### src/rtl/mem_rst_rsp_if.sv
// Signal bundle between the warm-reset initiator/memory front end and the
// mem_rst_rsp responder.
interface mem_rst_rsp_if;
    logic hs_rst_req;
    logic hs_rst_n;
    logic hs_rst_rdy;
    logic hs_rst_ack_n;
    logic cmd_issue;
    logic rsp_done;
    logic block_new;
    logic core_rst_n;
    logic cal_done;
    logic drain_timeout;
    logic proto_err;

    modport master (
        output hs_rst_req, hs_rst_n, cmd_issue, rsp_done, cal_done,
        input  hs_rst_rdy, hs_rst_ack_n, block_new, core_rst_n,
               drain_timeout, proto_err
    );

    modport slave (
        input  hs_rst_req, hs_rst_n, cmd_issue, rsp_done, cal_done,
        output hs_rst_rdy, hs_rst_ack_n, block_new, core_rst_n,
               drain_timeout, proto_err
    );
endinterface

### src/rtl/mem_rst_rsp.sv
// Warm-reset responder: blocks and drains memory traffic, then holds the
// controller in reset and acknowledges once it has recalibrated.
module mem_rst_rsp #(
    parameter int CNT_W         = 8,
    parameter int DRAIN_TIMEOUT = 4096,
    parameter int RST_HOLD      = 16
) (
    input logic           clk,
    input logic           rst_n,
    mem_rst_rsp_if.slave  bus
);

    localparam int DT_W = (DRAIN_TIMEOUT > 1) ? $clog2(DRAIN_TIMEOUT) : 1;
    localparam int HT_W = (RST_HOLD > 1) ? $clog2(RST_HOLD) : 1;

    typedef enum logic [2:0] {
        RUN,
        DRAIN,
        READY,
        IN_RST,
        ACKED,
        RECOVER
    } state_e;

    state_e           state_q, state_d;
    logic [CNT_W-1:0] cnt_q, cnt_d, cnt_upd;
    logic             cnt_err;
    logic [DT_W-1:0]  drain_tmr_q, drain_tmr_d;
    logic [HT_W-1:0]  hold_tmr_q, hold_tmr_d;
    logic             rdy_q, rdy_d;
    logic             ack_n_q, ack_n_d;
    logic             block_q, block_d;
    logic             core_rst_n_q, core_rst_n_d;
    logic             drain_to_q, drain_to_d;
    logic             proto_err_q, proto_err_d;
    logic             enter_rst;

    // Saturating outstanding-command count; an out-of-range step is a protocol error.
    always_comb begin
        cnt_upd = cnt_q;
        cnt_err = 1'b0;
        if (bus.cmd_issue && !bus.rsp_done) begin
            if (&cnt_q) cnt_err = 1'b1;
            else        cnt_upd = cnt_q + CNT_W'(1);
        end else if (!bus.cmd_issue && bus.rsp_done) begin
            if (cnt_q == '0) cnt_err = 1'b1;
            else             cnt_upd = cnt_q - CNT_W'(1);
        end
    end

    always_comb begin
        state_d      = state_q;
        cnt_d        = cnt_upd;
        drain_tmr_d  = drain_tmr_q;
        hold_tmr_d   = hold_tmr_q;
        rdy_d        = rdy_q;
        ack_n_d      = ack_n_q;
        block_d      = block_q;
        core_rst_n_d = core_rst_n_q;
        drain_to_d   = drain_to_q;
        proto_err_d  = proto_err_q | cnt_err;
        enter_rst    = 1'b0;

        case (state_q)
            RUN: begin
                if (!bus.hs_rst_n) begin
                    enter_rst   = 1'b1;
                    proto_err_d = 1'b1;
                end else if (bus.hs_rst_req) begin
                    state_d     = DRAIN;
                    block_d     = 1'b1;
                    drain_tmr_d = '0;
                end
            end
            DRAIN: begin
                drain_tmr_d = drain_tmr_q + DT_W'(1);
                if (!bus.hs_rst_n) begin
                    enter_rst   = 1'b1;
                    proto_err_d = 1'b1;
                end else if (cnt_upd == '0) begin
                    state_d = READY;
                    rdy_d   = 1'b1;
                end else if (drain_tmr_q == DT_W'(DRAIN_TIMEOUT - 1)) begin
                    state_d    = READY;
                    rdy_d      = 1'b1;
                    drain_to_d = 1'b1;
                end
            end
            READY: begin
                if (!bus.hs_rst_n) enter_rst = 1'b1;
            end
            IN_RST: begin
                hold_tmr_d = hold_tmr_q + HT_W'(1);
                if (hold_tmr_q == HT_W'(RST_HOLD - 1)) begin
                    state_d = ACKED;
                    ack_n_d = 1'b0;
                end
            end
            ACKED: begin
                if (bus.hs_rst_n) begin
                    state_d      = RECOVER;
                    core_rst_n_d = 1'b1;
                end
            end
            RECOVER: begin
                if (bus.cal_done) begin
                    state_d = RUN;
                    ack_n_d = 1'b1;
                    block_d = 1'b0;
                end
            end
            default: state_d = RUN;
        endcase

        // Common entry into reset; in-flight completions are not expected afterwards.
        if (enter_rst) begin
            state_d      = IN_RST;
            block_d      = 1'b1;
            rdy_d        = 1'b0;
            core_rst_n_d = 1'b0;
            hold_tmr_d   = '0;
            cnt_d        = '0;
        end
    end

    always_ff @(posedge clk or negedge rst_n) begin
        if (!rst_n) begin
            state_q      <= RUN;
            cnt_q        <= '0;
            drain_tmr_q  <= '0;
            hold_tmr_q   <= '0;
            rdy_q        <= 1'b0;
            ack_n_q      <= 1'b1;
            block_q      <= 1'b0;
            core_rst_n_q <= 1'b1;
            drain_to_q   <= 1'b0;
            proto_err_q  <= 1'b0;
        end else begin
            state_q      <= state_d;
            cnt_q        <= cnt_d;
            drain_tmr_q  <= drain_tmr_d;
            hold_tmr_q   <= hold_tmr_d;
            rdy_q        <= rdy_d;
            ack_n_q      <= ack_n_d;
            block_q      <= block_d;
            core_rst_n_q <= core_rst_n_d;
            drain_to_q   <= drain_to_d;
            proto_err_q  <= proto_err_d;
        end
    end

    assign bus.hs_rst_rdy    = rdy_q;
    assign bus.hs_rst_ack_n  = ack_n_q;
    assign bus.block_new     = block_q;
    assign bus.core_rst_n    = core_rst_n_q;
    assign bus.drain_timeout = drain_to_q;
    assign bus.proto_err     = proto_err_q;

endmodule

### src/flat_wrapper.sv
// flat-port wrapper written by rule: the top's interface ports become plain ports
module mem_rst_rsp_flat 
#(
    parameter int CNT_W         = 8,
    parameter int DRAIN_TIMEOUT = 4096,
    parameter int RST_HOLD      = 16
)
  (clk, rst_n, bus_hs_rst_req, bus_hs_rst_n, bus_cmd_issue, bus_rsp_done, bus_cal_done, bus_hs_rst_rdy, bus_hs_rst_ack_n, bus_block_new, bus_core_rst_n, bus_drain_timeout, bus_proto_err);
  mem_rst_rsp_if bus_i ();
  input logic clk;
  input logic rst_n;
  input wire logic [$bits(bus_i.hs_rst_req)-1:0] bus_hs_rst_req;
  input wire logic [$bits(bus_i.hs_rst_n)-1:0] bus_hs_rst_n;
  input wire logic [$bits(bus_i.cmd_issue)-1:0] bus_cmd_issue;
  input wire logic [$bits(bus_i.rsp_done)-1:0] bus_rsp_done;
  input wire logic [$bits(bus_i.cal_done)-1:0] bus_cal_done;
  output wire logic [$bits(bus_i.hs_rst_rdy)-1:0] bus_hs_rst_rdy;
  output wire logic [$bits(bus_i.hs_rst_ack_n)-1:0] bus_hs_rst_ack_n;
  output wire logic [$bits(bus_i.block_new)-1:0] bus_block_new;
  output wire logic [$bits(bus_i.core_rst_n)-1:0] bus_core_rst_n;
  output wire logic [$bits(bus_i.drain_timeout)-1:0] bus_drain_timeout;
  output wire logic [$bits(bus_i.proto_err)-1:0] bus_proto_err;
  assign bus_i.hs_rst_req = bus_hs_rst_req;
  assign bus_i.hs_rst_n = bus_hs_rst_n;
  assign bus_i.cmd_issue = bus_cmd_issue;
  assign bus_i.rsp_done = bus_rsp_done;
  assign bus_i.cal_done = bus_cal_done;
  assign bus_hs_rst_rdy = bus_i.hs_rst_rdy;
  assign bus_hs_rst_ack_n = bus_i.hs_rst_ack_n;
  assign bus_block_new = bus_i.block_new;
  assign bus_core_rst_n = bus_i.core_rst_n;
  assign bus_drain_timeout = bus_i.drain_timeout;
  assign bus_proto_err = bus_i.proto_err;
  mem_rst_rsp #(.CNT_W(CNT_W), .DRAIN_TIMEOUT(DRAIN_TIMEOUT), .RST_HOLD(RST_HOLD)) u_core (.clk(clk), .rst_n(rst_n), .bus(bus_i));
endmodule
### config.mk
export PLATFORM = sky130hd
export DESIGN_NAME = mem_rst_rsp_flat
export DESIGN_NICKNAME = d
export VERILOG_FILES = /design/src/rtl/mem_rst_rsp_if.sv /design/src/rtl/mem_rst_rsp.sv /design/src/flat_wrapper.sv
export SDC_FILE = /design/constraint.sdc
export NUM_CORES = 1
export LEC_CHECK = 0
export ABC_AREA = 0
export CORE_MARGIN = 5
export CORE_UTILIZATION = 50
export DETAILED_ROUTE_END_ITERATION = 10
export PLACE_DENSITY = 0.66
export SYNTH_ARGS = -nofsm -noshare
export SYNTH_HDL_FRONTEND = slang
export SYNTH_SLANG_ARGS = --single-unit
export TNS_END_PERCENT = 30
### constraint.sdc
create_clock -name clk -period 3.1 [get_ports clk]
set_input_delay 0.62 -clock clk [delete_from_list [all_inputs] [get_ports clk]]
set_output_delay 0.62 -clock clk [all_outputs]
set_load 0.05 [all_outputs]
=== Word-level counts from Yosys, hierarchy flattened ===
Cells that the tools add are included.

* Bits in registers: 33
* Input port bits: 7
* Logic and storage cells: 104

* Add/subtract/negate cells: 4
* Equality and inequality tests: 19
* Multiplexer cells: 44
* Bitwise gates (word level): 2
* Reductions and logical operators: 25

{| class="wikitable"
|+ Operators by type and width
! kind !! number
|-
| $mux W8 || 5
|-
| $mux W3 || 9
|-
| $mux W12 || 2
|-
| $pmux W12 S2 || 1
|-
| $mux W1 || 22
|-
| $pmux W3 S6 || 1
|-
| $logic_not A8 Y1 || 2
|-
| $reduce_and A8 Y1 || 2
|-
| $ne A3 B2 Y1 const B || 5
|-
| $add A12 B1 Y12 const B || 1
|-
| $eq A12 B12 Y1 const B || 1
|-
| $reduce_bool A2 Y1 || 6
|-
| $reduce_and A3 Y1 || 3
|-
| $add A8 B1 Y8 const B || 1
|-
| $mux W4 || 2
|-
| $reduce_and A4 Y1 || 2
|-
| $sub A8 B1 Y8 const B || 1
|-
| $eq A3 B2 Y1 const B || 2
|-
| $eq A3 B3 Y1 const B || 2
|-
| $ne A2 B2 Y1 const B || 3
|-
| $reduce_bool A3 Y1 || 2
|-
| $add A4 B1 Y4 const B || 1
|-
| $eq A4 B4 Y1 const B || 1
|-
| $ne A2 B1 Y1 const B || 2
|-
| other kinds (12) || 15
|}

=== Logic depth before layout (Yosys ltp) ===
Gate-level depths: netlist (run 1).

* Depth after elaboration: 9
* Gate-level depth with buffers: 9
* Mapped depth without buffers: 9

=== Least setup slack after synthesis (run 1) ===
Ideal clock, no wire load.

* Kind: input -> register
* Start point: input bus_rsp_done
* End point: register u_core.rdy_q, in the netlist u_core.bus.hs_rst_rdy
* Setup time: 122 ps
* Arrival time: 2037 ps
* Required time: 2978 ps
* Setup slack: 941 ps
* Cell stages on the path: 8
* Buffers on the path: 2
* Cell sequence: clkbuf_1 nor2b_1 clkbuf_1 a21oi_1 a221o_1 nand4_1 o21ai_2 a32o_1

* Word-level cells in the longest chain between the ends: 8
* Elaborated cells between the ends (all ways): 12

{| class="wikitable"
|+ RTL lines
! element !! RTL line !! RTL
|-
| start: declaration || flat_wrapper.sv:15 || <nowiki>input wire logic [$bits(bus_i.rsp_done)-1:0] bus_rsp_done;</nowiki>
|-
| $logic_and A1 B1 Y1 or $logic_not A1 Y1 (tied branches) || mem_rst_rsp.sv:45, mem_rst_rsp.sv:42 ||
|-
| $mux W8 or $logic_and A1 B1 Y1 (tied branches) || mem_rst_rsp.sv:45, mem_rst_rsp.sv:42 ||
|-
| $mux W8 (*) || mem_rst_rsp.sv:42 || <nowiki>if (bus.cmd_issue && !bus.rsp_done) begin</nowiki>
|-
| $logic_not A8 Y1 (*) || mem_rst_rsp.sv:80 || <nowiki>end else if (cnt_upd == '0) begin</nowiki>
|-
| $mux W1 || mem_rst_rsp.sv:80 ||
|-
| $mux W1 || mem_rst_rsp.sv:77 || <nowiki>if (!bus.hs_rst_n) begin</nowiki>
|-
| $mux W1 || mem_rst_rsp.sv:64 || <nowiki>case (state_q)</nowiki>
|-
| $mux W1 || mem_rst_rsp.sv:116 || <nowiki>if (enter_rst) begin</nowiki>
|-
| end signal: assignment || mem_rst_rsp.sv:143 || <nowiki>rdy_q <= rdy_d;</nowiki>
|-
| end: declaration || mem_rst_rsp.sv:30 || <nowiki>logic rdy_q, rdy_d;</nowiki>
|}

Every way passes the cells marked *; elsewhere a longest branch is shown, timed or not. The select of a mux whose other input is x is not followed.
A chain may end at the register's enable or synchronous reset.

=== Final worst setup path (run 1) ===
* Start point: input bus_cmd_issue
* End point: register u_core.rdy_q, in the netlist u_core.bus.hs_rst_rdy

* Word-level cells in the longest chain between the ends: 9
* Elaborated cells between the ends (all ways): 12

{| class="wikitable"
|+ RTL lines
! element !! RTL line !! RTL
|-
| start: declaration || flat_wrapper.sv:14 || <nowiki>input wire logic [$bits(bus_i.cmd_issue)-1:0] bus_cmd_issue;</nowiki>
|-
| $logic_not A1 Y1 || mem_rst_rsp.sv:45 || <nowiki>end else if (!bus.cmd_issue && bus.rsp_done) begin</nowiki>
|-
| $logic_and A1 B1 Y1 || mem_rst_rsp.sv:45 ||
|-
| $mux W8 || mem_rst_rsp.sv:45 ||
|-
| $mux W8 (*) || mem_rst_rsp.sv:42 ||
|-
| $logic_not A8 Y1 (*) || mem_rst_rsp.sv:80 ||
|-
| $mux W1 || mem_rst_rsp.sv:80 ||
|-
| $mux W1 || mem_rst_rsp.sv:77 ||
|-
| $mux W1 || mem_rst_rsp.sv:64 ||
|-
| $mux W1 || mem_rst_rsp.sv:116 ||
|}

Marks and branches as above.

==> results of run 1 <==
## layer usage
layer  track usage  wire length (um)
met1         0.274              2170
met2         0.244              1940
met3        0.0369               183
met4        0.0543                46
met5             0                 0
## worst min path at each step
stage	from	end	slack, ns	cells after the start
2_1_floorplan	rst_n	u_core.bus.block_new	0.32	0
3_3_place_gp	u_core.bus.proto_err	u_core.bus.proto_err	0.48	1
3_5_place_dp	u_core.bus.proto_err	u_core.bus.proto_err	0.47	1
4_1_cts	u_core.bus.proto_err	u_core.bus.proto_err	0.50	1
5_1_grt	u_core.bus.proto_err	u_core.bus.proto_err	0.52	1
6_report	u_core.bus.drain_timeout	u_core.bus.drain_timeout	0.50	2
## cells by family after synthesis
kind of cell	count (synthesis)	synth area share
muxes	3	0.0148
xor gates and xnor gates	9	0.0388
adders and majority gates	5	0.0308
buffers and inverters	21	0.0437
DFF	33	0.408
and+or+nand+nor	105	0.268
AOI/OAI and AO/OA	62	0.196
## sequential cells by signal, summed over array words and instances (netlist names), 3 cells and up
| name | count |
|---|---|
| u_core.hold_tmr_q | 4 |
| u_core.state_q | 3 |
| u_core.drain_tmr_q | 12 |
| u_core.cnt_q | 8 |
## cell usage after synthesis (all sizes together) (2+ instances only)
master,n
dfrtp,31
nand3,12
a31oi,7
mux2i,3
and3,4
nand4,7
inv,10
dfstp,2
nor2,33
a21oi,11
ha,5
nor3,9
and2,3
nand4b,2
o31ai,4
xor2,5
buf,3
and4,3
nor3b,4
nand2,19
o22ai,4
clkbuf,8
o21ai,22
nand2b,3
xnor2,4
o211ai,4
nor2b,3
## worst max-delay path: stages
cell and delay (ns):
clkdlybuf4s50_1 0.55, nor3b_2 0.45, nand2_1 0.14, o311a_1 0.32, nor3_2 0.14, nand4_1 0.14, o21ai_2 0.21, a32o_1 0.18
## stage by stage
step / setup WS, ns / util / power (uW) / hold slack [ns]
finish: 0.568 / 0.577 / 1960 / 0.499
global placement: 0.358 / 0.556 / 1660 / 0.481
global route: 0.434 / 0.577 / 2140 / 0.521
detailed placement: 0.298 / 0.556 / 1670 / 0.472
floorplan: 0.941 / - / 1440 / 0.324
CTS: 0.594 / 0.577 / 1980 / 0.498
## power by group
group          internal, uW  switching [uW]
sequential              548             197
combinational           365             546
clock                   155             152
## area by class of cell
class | instances | area [um^2]
repair buffers | 18 | 165
flip-flops and latches | 33 | 828
clock buffers | 6 | 72.6
clock inverters | 2 | 10.0
fillers | 373 | 1680
inverters | 10 | 37.5
well taps | 50 | 62.6
multi-input cells | 184 | 1110
==> results_dict.tcl, run 1 <==
set metrics [dict create \
    gr-total-overflow 0 \
    ys_async_sr_fraction 1.00 \
    yosysSeqAreaShare 0.408 \
    cts_root_buf "clkbuf_8" \
    drt_first_iter_violations 110 \
    htreeDepth 2 \
    antenna_found_initial 0 \
    clock-sinks 33 \
    grt_max_degree 18 \
    clock_skew_ns 0.0102 \
    die_h_um 73.8 \
    period_needed_ns 2.53 \
    grt_pass1_vias 1607 \
    syn_avg_cell_area_um2 8.54 \
    grt_usage 0.177 \
    hp-class "reg -> reg" \
    diodes 0 \
    io_buffers 12 \
    r2r-start "u_core.cnt_q[0]" \
    cts_setup_buffers 0 \
    rr_worst_depth 9 \
    final_cell_mix "nor2_1 (32), dfrtp_1 (31), o21ai_0 (21), nand2_1 (19)" \
    start_kind "input port" \
    r2r_setup_slack_ns 0.70 \
    synth_ff_type "dfrtp_1" \
    wl_per_cell_um 14.3 \
    slew_headroom 0.511 \
    synth_edf_count 0 \
    ir_drop_uv 431 \
    areaGrowthSynthToFinish_pct 12.7 \
    clock_path_buffers 2 \
    rsz0062_at_grt "false" \
    final_common_cell "nor2_1" \
    clock_latency_ns 0.29 \
    boundaryPins 13 \
    tightest_slew_ns 0.730 \
    drt_wl_total_mm 4.34 \
    core_um2 3970 \
    leakagePower_uw 0.000945 \
    routed_via_density 5.85 \
    status "completed" \
    stdcell_count 303 \
    placedCellCount 295 \
    ant_nets 0 \
    final-hold-violation-count 0 \
    dr.pass1.iters 4 \
    required_ns 3.32 \
    final_area_um2 2290 \
    place_area_um2 2210 \
    yosysTopAreaCell "dfrtp_1" \
    ys_warn_count 0 \
    cts_tree "done" \
    critPathCapture "u_core.bus.hs_rst_rdy" \
    synthTopCellsByArea "dfrtp_1 (38%), nor2_1 (5.9%), o21ai_0 (5.2%), nand2_1 (3.5%), ha_1 (3.1%)" \
    cts.repair.resized 0 \
    fin_nets 264 \
    netlist_area_um2 2030 \
    max_freq_mhz 395 \
    fin_crit_sh 0.817 \
    tns_ns 0 \
    drv_cap 0 \
    place_congestion 0.870 \
    rr_endpoint "u_core.bus.hs_rst_rdy" \
    synth_top_area_share 0.382 \
    worst-endpoint-arrival_ns 2.75 \
    start_util 0.512 \
    holdBufCountCts 0 \
    synth_cell_types 46 \
    die_x_um 73.8 \
    p_per_area_nw_per_um2 857 \
    drv_slew 0 \
    setup_viol 0 \
    synthCells 238 \
    vias 1774 \
    yosys_register_bits 33 \
    dieArea_um2 5440 \
    crit_type "in -> reg" \
    synthesis.nets 250 \
    dp_hpwl_mm 3.18 \
    end_kind "flop" \
    rows 23 \
    critPathLaunch "bus_cmd_issue" \
    numCtsBuffers 5 \
    grt_pass1_wl_mm 7.56 \
    drive_gt1_frac 0.0870 \
    clk_pin_slew_ns 0.07 \
    drcViolationCount 0 \
    worstPathMaxFanout 7 \
]
(Power assumes the default switching activity.)
==> run 2: changes to the inputs <==
--- a/config.mk
+++ b/config.mk
@@ -9,7 +9,7 @@
 export CORE_MARGIN = 5
 export CORE_UTILIZATION = 50
 export DETAILED_ROUTE_END_ITERATION = 10
-export PLACE_DENSITY = 0.66
+export PLACE_DENSITY = 0.69
 export SYNTH_ARGS = -nofsm -noshare
 export SYNTH_HDL_FRONTEND = slang
 export SYNTH_SLANG_ARGS = --single-unit
==> constraint.sdc (replaced) <==
create_clock -name clk -period 2.3 [get_ports clk]
set_input_delay 0.46 -clock clk [delete_from_list [all_inputs] [get_ports clk]]
set_output_delay 0.46 -clock clk [all_outputs]
set_load 0.05 [all_outputs]
==> results_dict.tcl, run 2 (synthesized netlist as in run 1, its figures left out) <==
set metrics [dict create \
    status "completed" \
    grt_pass1_vias 1835 \
    drive_gt1_frac 0.198 \
    ir_drop_uv 818 \
    wl_met3_um 264 \
    dieArea_um2 5440 \
    place_area_um2 2370 \
    io_buffers 12 \
    largest_register "u_core.drain_tmr_q" \
    hold_ws_ns 0.475 \
    tightest_slew_ns 0.504 \
    rr_worst_depth 9 \
    dp_hpwl_mm 3.30 \
    antenna_found_initial 0 \
    leakagePower_uw 0.00110 \
    wl_per_cell_um 14.0 \
    drt_wl_total_mm 4.58 \
    diodes 0 \
    clock-sinks 33 \
    end_kind "flop" \
    required_ns 2.52 \
    holdBufCountCts 0 \
    slew_headroom 0.663 \
    routed_via_density 5.88 \
    rsz0062_at_grt "true" \
    clk_pin_slew_ns 0.07 \
    top_layer_used "met4" \
    path_cells "inv_2 > ha_4 > or4b_4 > nor2_4 > o31ai_2 > a211oi_2 > nand4_1 > o21ai_2 > a32o_1" \
    vias 1927 \
    worst-endpoint-arrival_ns 2.49 \
    crit_cells 9 \
    start_util 0.512 \
    drt_first_iter_violations 151 \
    areaGrowthSynthToFinish_pct 26.5 \
    grt_pass1_wl_mm 8.26 \
    start_kind "flop" \
    p_per_area_nw_per_um2 1250 \
    crit_family "simple AND/OR/NAND/NOR gates" \
    fin_crit_sh 0.985 \
    max_freq_mhz 441 \
    final_cell_mix "nor2_1 (32), buf_4 (31), dfrtp_1 (31), o21ai_0 (21), nand2_1 (19)" \
    critPathCapture "u_core.bus.hs_rst_rdy" \
    boundaryPins 13 \
    dr.pass1.iters 4 \
    final-hold-violation-count 0 \
    ant_nets 0 \
    clock_latency_ns 0.28 \
    place_congestion 0.865 \
    final_common_cell "nor2_1" \
    largest_reg_flops 12 \
    gr-total-overflow 0 \
    rows 23 \
    hp-class "reg -> reg" \
    critPathLaunch "u_core.cnt_q[0]" \
    rr_endpoint "u_core.bus.hs_rst_rdy" \
    fin_nets 289 \
    numCtsBuffers 5 \
    period_needed_ns 2.27 \
    cts_root_buf "clkbuf_8" \
    worstPathMaxFanout 5 \
    r2r-start "u_core.cnt_q[0]" \
    drv_cap 0 \
    crit_type "reg -> reg" \
    core_um2 3970 \
    htreeDepth 2 \
    drcViolationCount 0 \
    cts_tree "done" \
    grt_usage 0.194 \
    wl_met2_mm 2.24 \
    die_x_um 73.8 \
    grt_max_degree 34 \
    drv_slew 0 \
    r2r_setup_slack_ns 0.03 \
    drt-met1-wl_mm 1.99 \
    worst_path_max_delay_cell "or4b_4" \
    slowest_delay_ns 0.51 \
    clock_path_buffers 2 \
    fin_util 0.647 \
    clock_skew_ns 0.00606 \
    setup_viol 0 \
    reg.largest.list "u_core.drain_tmr_q (12), u_core.cnt_q (8), u_core.hold_tmr_q (4)" \
    die_h_um 73.8 \
    final_area_um2 2570 \
    worstPathBufferInverterCount 1 \
]
run 2: changes by cell type in the layout (fill, tap and decap cells not counted), moves of 2 or more:
| cell | delta |
|---|---|
| bufinv_16 | +2 |
| inv_2 | +2 |
| inv_1 | -2 |
| buf_4 | +25 |
run 2: timing repair:
| action | CTS | global route |
|---|---|---|
| pin swaps | 6 | 5 |
| gates resized for setup | 3 | 5 |
| cloned | 0 | 0 |
| buffers inserted | 1 | 3 |
| setup endpoints to repair | 2 | 4 |
run 2: how the worst min path moves through the flow:
stage | from | to | slack, ns | depth (start not counted)
2_1_floorplan | rst_n | u_core.bus.block_new | 0.16 | 0
6_report | u_core.bus.drain_timeout | u_core.bus.drain_timeout | 0.47 | 2
3_3_place_gp | u_core.bus.drain_timeout | u_core.bus.drain_timeout | 0.47 | 2
5_1_grt | u_core.bus.drain_timeout | u_core.bus.drain_timeout | 0.50 | 2
4_1_cts | u_core.bus.drain_timeout | u_core.bus.drain_timeout | 0.48 | 2
3_5_place_dp | u_core.bus.drain_timeout | u_core.bus.drain_timeout | 0.47 | 2
run 2: area by class of cell:
type	instances	area (um^2)
clock buffers	5	68.8
well taps	50	62.6
fillers	317	1400
flip-flops and latches	33	828
repair buffers	43	353
multi-input cells	184	1150
inverters	10	37.5
clock inverters	3	65.1
run 2: per-stage QoR:
stage	total power, uW	TNS (ns)	std cells	setup WS [ns]
after floorplan	1940	0	238	0.190
final	3220	0	328	0.0337
after detailed placement	2450	-0.401	316	-0.121
after global placement	2430	-0.264	316	-0.0797
after global routing	3480	-0.353	328	-0.123
after CTS	3150	0	325	0.00526
run 2: where the power goes:
part | switching (uW) | internal, uW
registers | 176 | 740
clock network | 214 | 430
logic | 915 | 740
total | 1310 | 1910
run 2: metal layers:
layer  vias to the layer above  GRT usage
li1                        943          -
met1                       896      0.255
met2                        74      0.321
met3                        14     0.0397
met4                         0     0.0584
met5                         -          0
run 2: tightest hold or removal path: stages (launching register included):
cell and delay, ns:
dfrtp_1 0.35, inv_1 0.05, o41ai_2 0.04
